$ cat src/rtl/pipe_pkg.sv
// Shared pipeline definitions: next-PC op codes, reset PC,
// fetch FSM states, F/D bundle and jump/branch target helpers.
package pipe_pkg;

    localparam logic [2:0] NPC_SEQ = 3'd0;
    localparam logic [2:0] NPC_BR  = 3'd1;
    localparam logic [2:0] NPC_J   = 3'd2;
    localparam logic [2:0] NPC_JR  = 3'd3;

    localparam logic [31:0] RESET_PC_DFLT = 32'h0000_3000;

    typedef enum logic {
        FETCH = 1'b0,
        HOLD  = 1'b1
    } fetch_state_e;

    typedef struct packed {
        logic        valid;
        logic [31:0] pc;
        logic [31:0] instr;
    } if_id_t;

    // Branch target: word offset relative to the delay slot.
    function automatic logic [31:0] br_target(
        input logic [31:0] pc,
        input logic [15:0] imm16
    );
        return pc + 32'd4 + {{14{imm16[15]}}, imm16, 2'b00};
    endfunction

    // Jump target: region bits of the jump PC, then index.
    function automatic logic [31:0] j_target(
        input logic [3:0]  pc_hi,
        input logic [25:0] idx
    );
        return {pc_hi, idx, 2'b00};
    endfunction

endpackage

$ cat src/rtl/fetch_pc_ctrl_if.sv
// Instruction-memory request/response bundle between the
// fetch sequencer (master) and the instruction memory (slave).
interface fetch_pc_ctrl_if;

    logic        imem_req;
    logic [31:0] imem_addr;
    logic        imem_ready;
    logic [31:0] imem_rdata;

    modport master (
        output imem_req,
        output imem_addr,
        input  imem_ready,
        input  imem_rdata
    );

    modport slave (
        input  imem_req,
        input  imem_addr,
        output imem_ready,
        output imem_rdata
    );

endinterface

$ cat src/rtl/npc_target.sv
// D-stage redirect decode: decides whether the D instruction
// redirects fetch this cycle and computes where to.
module npc_target
    import pipe_pkg::*;
(
    input  logic        stall,
    input  logic        d_valid,
    input  logic [2:0]  d_npc_op,
    input  logic        d_need_b,
    input  logic [31:0] d_pc,
    input  logic [25:0] d_imm26,
    input  logic [31:0] d_rs_data,
    output logic        redir,
    output logic [31:0] target
);

    logic take;

    // Decode op; unused encodings behave as sequential.
    always_comb begin
        take   = 1'b0;
        target = 32'h0;
        case (d_npc_op)
            NPC_BR: begin
                take   = d_need_b;
                target = br_target(d_pc, d_imm26[15:0]);
            end
            NPC_J: begin
                take   = 1'b1;
                target = j_target(d_pc[31:28], d_imm26);
            end
            NPC_JR: begin
                take   = 1'b1;
                target = d_rs_data;
            end
            default: begin
                take   = 1'b0;
                target = 32'h0;
            end
        endcase
    end

    assign redir = d_valid & ~stall & take;

endmodule

$ cat src/rtl/fetch_pc_ctrl.sv
// F-stage PC sequencer: owns the PC, runs the imem handshake
// and defers D-stage redirects until the delay slot is taken.
module fetch_pc_ctrl
    import pipe_pkg::*;
#(
    parameter logic [31:0] RESET_PC = RESET_PC_DFLT
) (
    input  logic                   clk,
    input  logic                   reset,
    input  logic                   stall,
    input  logic                   d_valid,
    input  logic [2:0]             d_npc_op,
    input  logic                   d_need_b,
    input  logic [31:0]            d_pc,
    input  logic [25:0]            d_imm26,
    input  logic [31:0]            d_rs_data,
    fetch_pc_ctrl_if.master        imem,
    output logic                   f_valid,
    output logic [31:0]            f_pc,
    output logic [31:0]            f_instr
);

    localparam logic [0:0] ST_FETCH = 1'(FETCH);
    localparam logic [0:0] ST_HOLD  = 1'(HOLD);

    logic [0:0]  state;
    logic [31:0] pc;
    logic        pend_valid;
    logic [31:0] pend_target;
    logic [31:0] ibuf;

    logic        redir;
    logic [31:0] redir_target;
    logic        acc;
    logic [31:0] npc;
    if_id_t      f_out;

    npc_target u_npc_target (
        .stall     (stall),
        .d_valid   (d_valid),
        .d_npc_op  (d_npc_op),
        .d_need_b  (d_need_b),
        .d_pc      (d_pc),
        .d_imm26   (d_imm26),
        .d_rs_data (d_rs_data),
        .redir     (redir),
        .target    (redir_target)
    );

    // Per-state outputs; reset masks request and valid.
    always_comb begin
        f_out.valid    = 1'b0;
        f_out.pc       = pc;
        f_out.instr    = imem.imem_rdata;
        imem.imem_req  = 1'b0;
        imem.imem_addr = pc;
        unique case (state)
            ST_FETCH: begin
                imem.imem_req = ~reset;
                f_out.valid   = ~reset & imem.imem_ready;
            end
            ST_HOLD: begin
                f_out.valid = ~reset;
                f_out.instr = ibuf;
            end
            default: begin
                f_out.valid = 1'b0;
            end
        endcase
    end

    assign f_valid = f_out.valid;
    assign f_pc    = f_out.pc;
    assign f_instr = f_out.instr;

    assign acc = f_valid & ~stall;

    // A buffered redirect outranks one arriving now.
    always_comb begin
        if (pend_valid) begin
            npc = pend_target;
        end else if (redir) begin
            npc = redir_target;
        end else begin
            npc = pc + 32'd4;
        end
    end

    // PC advances only when D takes the offered instruction.
    always_ff @(posedge clk) begin
        if (reset) begin
            pc <= RESET_PC;
        end else if (acc) begin
            pc <= npc;
        end
    end

    // Fetch FSM: park a stalled response in HOLD.
    always_ff @(posedge clk) begin
        if (reset) begin
            state <= ST_FETCH;
        end else begin
            unique case (state)
                ST_FETCH: begin
                    if (imem.imem_ready & stall) begin
                        state <= ST_HOLD;
                    end
                end
                ST_HOLD: begin
                    if (~stall) begin
                        state <= ST_FETCH;
                    end
                end
                default: begin
                    state <= ST_FETCH;
                end
            endcase
        end
    end

    // Instruction buffer keeps a response D could not take.
    always_ff @(posedge clk) begin
        if (reset) begin
            ibuf <= 32'h0;
        end else if (state == ST_FETCH && imem.imem_ready && stall) begin
            ibuf <= imem.imem_rdata;
        end
    end

    // Pending target: a redirect before its delay slot is taken.
    always_ff @(posedge clk) begin
        if (reset) begin
            pend_valid  <= 1'b0;
            pend_target <= 32'h0;
        end else if (acc & pend_valid) begin
            pend_valid <= 1'b0;
        end else if (redir & ~acc & ~pend_valid) begin
            pend_valid  <= 1'b1;
            pend_target <= redir_target;
        end
    end

endmodule

$ cat src/flat_wrapper.sv
// flat-port wrapper written by rule: the top's interface ports become plain ports
module fetch_pc_ctrl_flat import pipe_pkg::*;
#(
    parameter logic [31:0] RESET_PC = RESET_PC_DFLT
)
  (clk, reset, stall, d_valid, d_npc_op, d_need_b, d_pc, d_imm26, d_rs_data, f_valid, f_pc, f_instr, imem_imem_req, imem_imem_addr, imem_imem_ready, imem_imem_rdata);
  fetch_pc_ctrl_if imem_i ();
  input  logic clk;
  input  logic reset;
  input  logic stall;
  input  logic d_valid;
  input  logic [2:0] d_npc_op;
  input  logic d_need_b;
  input  logic [31:0] d_pc;
  input  logic [25:0] d_imm26;
  input  logic [31:0] d_rs_data;
  output logic f_valid;
  output logic [31:0] f_pc;
  output logic [31:0] f_instr;
  output wire logic [$bits(imem_i.imem_req)-1:0] imem_imem_req;
  output wire logic [$bits(imem_i.imem_addr)-1:0] imem_imem_addr;
  input wire logic [$bits(imem_i.imem_ready)-1:0] imem_imem_ready;
  input wire logic [$bits(imem_i.imem_rdata)-1:0] imem_imem_rdata;
  assign imem_imem_req = imem_i.imem_req;
  assign imem_imem_addr = imem_i.imem_addr;
  assign imem_i.imem_ready = imem_imem_ready;
  assign imem_i.imem_rdata = imem_imem_rdata;
  fetch_pc_ctrl #(.RESET_PC(RESET_PC)) u_core (.clk(clk), .reset(reset), .stall(stall), .d_valid(d_valid), .d_npc_op(d_npc_op), .d_need_b(d_need_b), .d_pc(d_pc), .d_imm26(d_imm26), .d_rs_data(d_rs_data), .imem(imem_i), .f_valid(f_valid), .f_pc(f_pc), .f_instr(f_instr));
endmodule
$ cat config.mk
export PLATFORM = sky130hd
export DESIGN_NAME = fetch_pc_ctrl_flat
export DESIGN_NICKNAME = d
export VERILOG_FILES = /design/src/rtl/pipe_pkg.sv /design/src/rtl/fetch_pc_ctrl_if.sv /design/src/rtl/npc_target.sv /design/src/rtl/fetch_pc_ctrl.sv /design/src/flat_wrapper.sv
export SDC_FILE = /design/constraint.sdc
export NUM_CORES = 1
export LEC_CHECK = 0
export CAP_MARGIN = 20
export CORE_MARGIN = 3
export CORE_UTILIZATION = 35
export CTS_BUF_LIST = sky130_fd_sc_hd__clkbuf_2
export DETAILED_ROUTE_END_ITERATION = 7
export GPL_TIMING_DRIVEN = 0
export PLACE_DENSITY_LB_ADDON = 0.1
export REMOVE_ABC_BUFFERS = 1
export SLEW_MARGIN = 5
export SYNTH_ARGS = -nofsm -noshare
export SYNTH_HDL_FRONTEND = slang
export SYNTH_SLANG_ARGS = --single-unit
export TNS_END_PERCENT = 30
$ cat constraint.sdc
create_clock -name clk -period 10.6 [get_ports clk]
set_clock_uncertainty 0.2 [all_clocks]
set_input_delay 2.12 -clock clk [delete_from_list [all_inputs] [get_ports clk]]
set_output_delay 2.12 -clock clk [all_outputs]
set_load 0.02 [all_outputs]
==> results.sh <==
export IMPL_cts_tree="done"
export IMPL_ys_types=70
export IMPL_ant_nets=0
export IMPL_start_kind="input port"
export IMPL_fmax_mhz=169
export IMPL_areaGrowthSynthToFinish_pct=31.4
export IMPL_place_hpwl_um=20100
export IMPL_clk_latency_ps=640
export IMPL_drt_total_wl_um=27200
export IMPL_drt_vias_per_instance=5.54
export IMPL_die_h_um=155
export IMPL_r2r_slack_ps=7020
export IMPL_cap_viol_max_count=0
export IMPL_finalSetupViolations=0
export IMPL_r2r_end="u_core.pend_target[11]"
export IMPL_hp_class="flop to flop"
export IMPL_slew_viol_final=0
export IMPL_period_needed_ps=5920
export IMPL_postCtsHoldBufs=0
export IMPL_cts_root_buffer="clkbuf_2"
export IMPL_synth_seq_area_share=0.251
export IMPL_clk_path_buf_depth=2
export IMPL_initial_core_util=0.357
export IMPL_status="completed"
export IMPL_rows=54
export IMPL_worstPathRequired_ps=8280
export IMPL_synth_area_um2=7820
export IMPL_grt_pass1_wl_um=42200
export IMPL_dieArea_um2=24200
export IMPL_yosysTopAreaCellShare=0.251
export IMPL_clock_sinks=98
export IMPL_fin_nets=1374
export IMPL_ys_flop_type="dfxtp_1"
export IMPL_n_fill_cell=2224
export IMPL_dr_pass1_iters=5
export IMPL_powerDensity_nw_per_um2=93.1
export IMPL_hold_ws_ps=271
export IMPL_async_reset_ff_frac=0
export IMPL_cts_resized=0
export IMPL_setup_tns_ps=0
export IMPL_crit_fanout=33
export IMPL_drt_iter0_markers=504
export IMPL_post_cts_buffers=0
export IMPL_finalWeightedCongestion=0.853
export IMPL_startpoint="reset"
export IMPL_drc=0
export IMPL_rsz0062_at_grt="no"
export IMPL_grt_max_degree=43
export IMPL_grt_pass1_vias=7701
export IMPL_ioPinCount=229
export IMPL_yosys_warnings=0
export IMPL_rr_startpoint="u_core.state"
export IMPL_synthTopCellsByArea="dfxtp_1, ha_1, a21oi_1, nand2_1, mux2_2"
export IMPL_cp_data_arrival_time_ps=3600
export IMPL_io_buffers=228
export IMPL_drive_gt1_frac=0.0707
export IMPL_tightest_slew_ps=1080
export IMPL_crit_path_end="f_valid"
export IMPL_antenna_cells=0
export IMPL_worstSetupPathType="input port to output port"
export IMPL_grt_antenna_before_repair=0
export IMPL_dr_total_vias=8126
export IMPL_seq_area_um2=1960
export IMPL_syn_inst=1032
export IMPL_finalHoldViolCount=0
export IMPL_dieWidth_um=155
export IMPL_synthTopCellsByCount="nand2_1, a21oi_1, dfxtp_1"
export IMPL_relSlewSlack=0.277
export IMPL_ir_drop_uv=49.0
export IMPL_clk_pin_slew_ps=280
export IMPL_fp_coreArea_um2=21900
export IMPL_overflow=0
export IMPL_yosysTopAreaCell="dfxtp_1"
export IMPL_rr_worst_depth=6
export IMPL_timing_final_crit_share=0.559
export IMPL_leakage_uw=0.00390
export IMPL_h_tree_depth=3
export IMPL_end_kind="output port"
export IMPL_multi_input_area_um2=5300
export IMPL_track_usage=0.216
export IMPL_yosysMostFrequentCell="nand2_1"
export IMPL_wl_per_cell_um=18.5
export IMPL_synth_edf_count=0
export IMPL_avgSynthCellArea_um2=7.58
export IMPL_cts_buffers=9
export IMPL_ys_seq_elements=98
where the power goes:
group / internal, uW / switching [uW] / leakage (uW)
clock network: 54.1 / 138 / 0.0000660
registers: 384 / 16.7 / 0.000798
logic: 170 / 194 / 0.00304
final cells by class:
class	count	area share
multi-input combinational	814	0.516
timing repair buffer	241	0.241
sequential	98	0.191
tap	280	0.0341
inverter	20	0.00731
clock inverter	6	0.00658
clock buffer	9	0.00438
cell usage in the layout, fill, tap and decap left out, types with 4 or more instances in the layout:
cell / instances
a211o_1: 4
a211oi_1: 18
a21o_1: 12
a21oi_1: 106
a22oi_1: 6
a31oi_1: 18
and2_1: 5
and3_1: 20
and4_1: 5
clkbuf_2: 9
clkdlybuf4s50_1: 225
dfxtp_1: 96
ha_1: 58
inv_1: 20
mux2_2: 34
mux2i_1: 24
nand2_1: 135
nand2b_1: 18
nand3_1: 35
nand4_1: 11
nor2_1: 77
nor3_1: 29
nor4_1: 6
o211ai_1: 9
o21a_1: 5
o21ai_0: 45
o21ai_1: 7
o21bai_1: 6
o221ai_1: 5
o31ai_1: 12
or2_2: 4
xnor2_1: 26
xor2_1: 15
cell families (layout without fill, tap and decap cells):
kind of cell	Yosys count	count (layout)	synth area share
multiplexers	58	58	0.0797
adder cells (fa/ha/maj)	59	59	0.0954
AND/OR/NAND/NOR	366	366	0.219
XOR/XNOR	41	41	0.0459
flip-flops	98	98	0.251
buffers and inverters	120	276	0.0754
AO/OA/AOI/OAI	290	290	0.234
per-layer routing:
metal / up-vias / track usage / share of wire
li1: 4011 / - / -
met1: 3809 / 0.312 / 0.47
met2: 281 / 0.344 / 0.45
met3: 25 / 0.0342 / 0.061
met4: 0 / 0.0396 / 0.016
met5: - / 0 / 0
registers in the layout, indices dropped and copies added, names as in the netlist:
register            cells
u_core.f_pc            32
u_core.ibuf            32
u_core.pend_target     32
u_core.pend_valid       1
u_core.state            1
through the flow:
stage / setup WS, ps / utilization / cell area, um^2 / total power, uW / cells
final: 4680 / 0.469 / 10300 / 956 / 1468
after global routing: 4580 / 0.469 / 10300 / 1010 / 1468
after CTS: 4620 / 0.469 / 10300 / 962 / 1467
after detailed placement: 3930 / 0.463 / 10100 / 768 / 1452
after global placement: 203 / 0.454 / 9940 / 762 / 1440
after floorplan: 5380 / - / 7300 / 603 / 932
worst min path at each step:
| stage | start | slack, ps | cells past startpoint | end |
|---|---|---|---|---|
| finish | u_core.ibuf[19] | 270 | 2 | u_core.ibuf[19] |
| global route | u_core.ibuf[28] | 290 | 2 | u_core.ibuf[28] |
| CTS | u_core.pend_target[1] | 270 | 2 | u_core.pend_target[1] |
| detailed placement | u_core.pend_target[18] | 240 | 2 | u_core.pend_target[18] |
| global placement | u_core.pend_target[1] | 240 | 2 | u_core.pend_target[1] |
| floorplan | u_core.pend_target[6] | 220 | 2 | u_core.pend_target[6] |
worst max-delay path, cell delays in order:
cell and delay, ps:
buf_2 530, buf_12 280, nor2_1 90, clkdlybuf4s50_1 570
(Power assumes the default switching activity.)
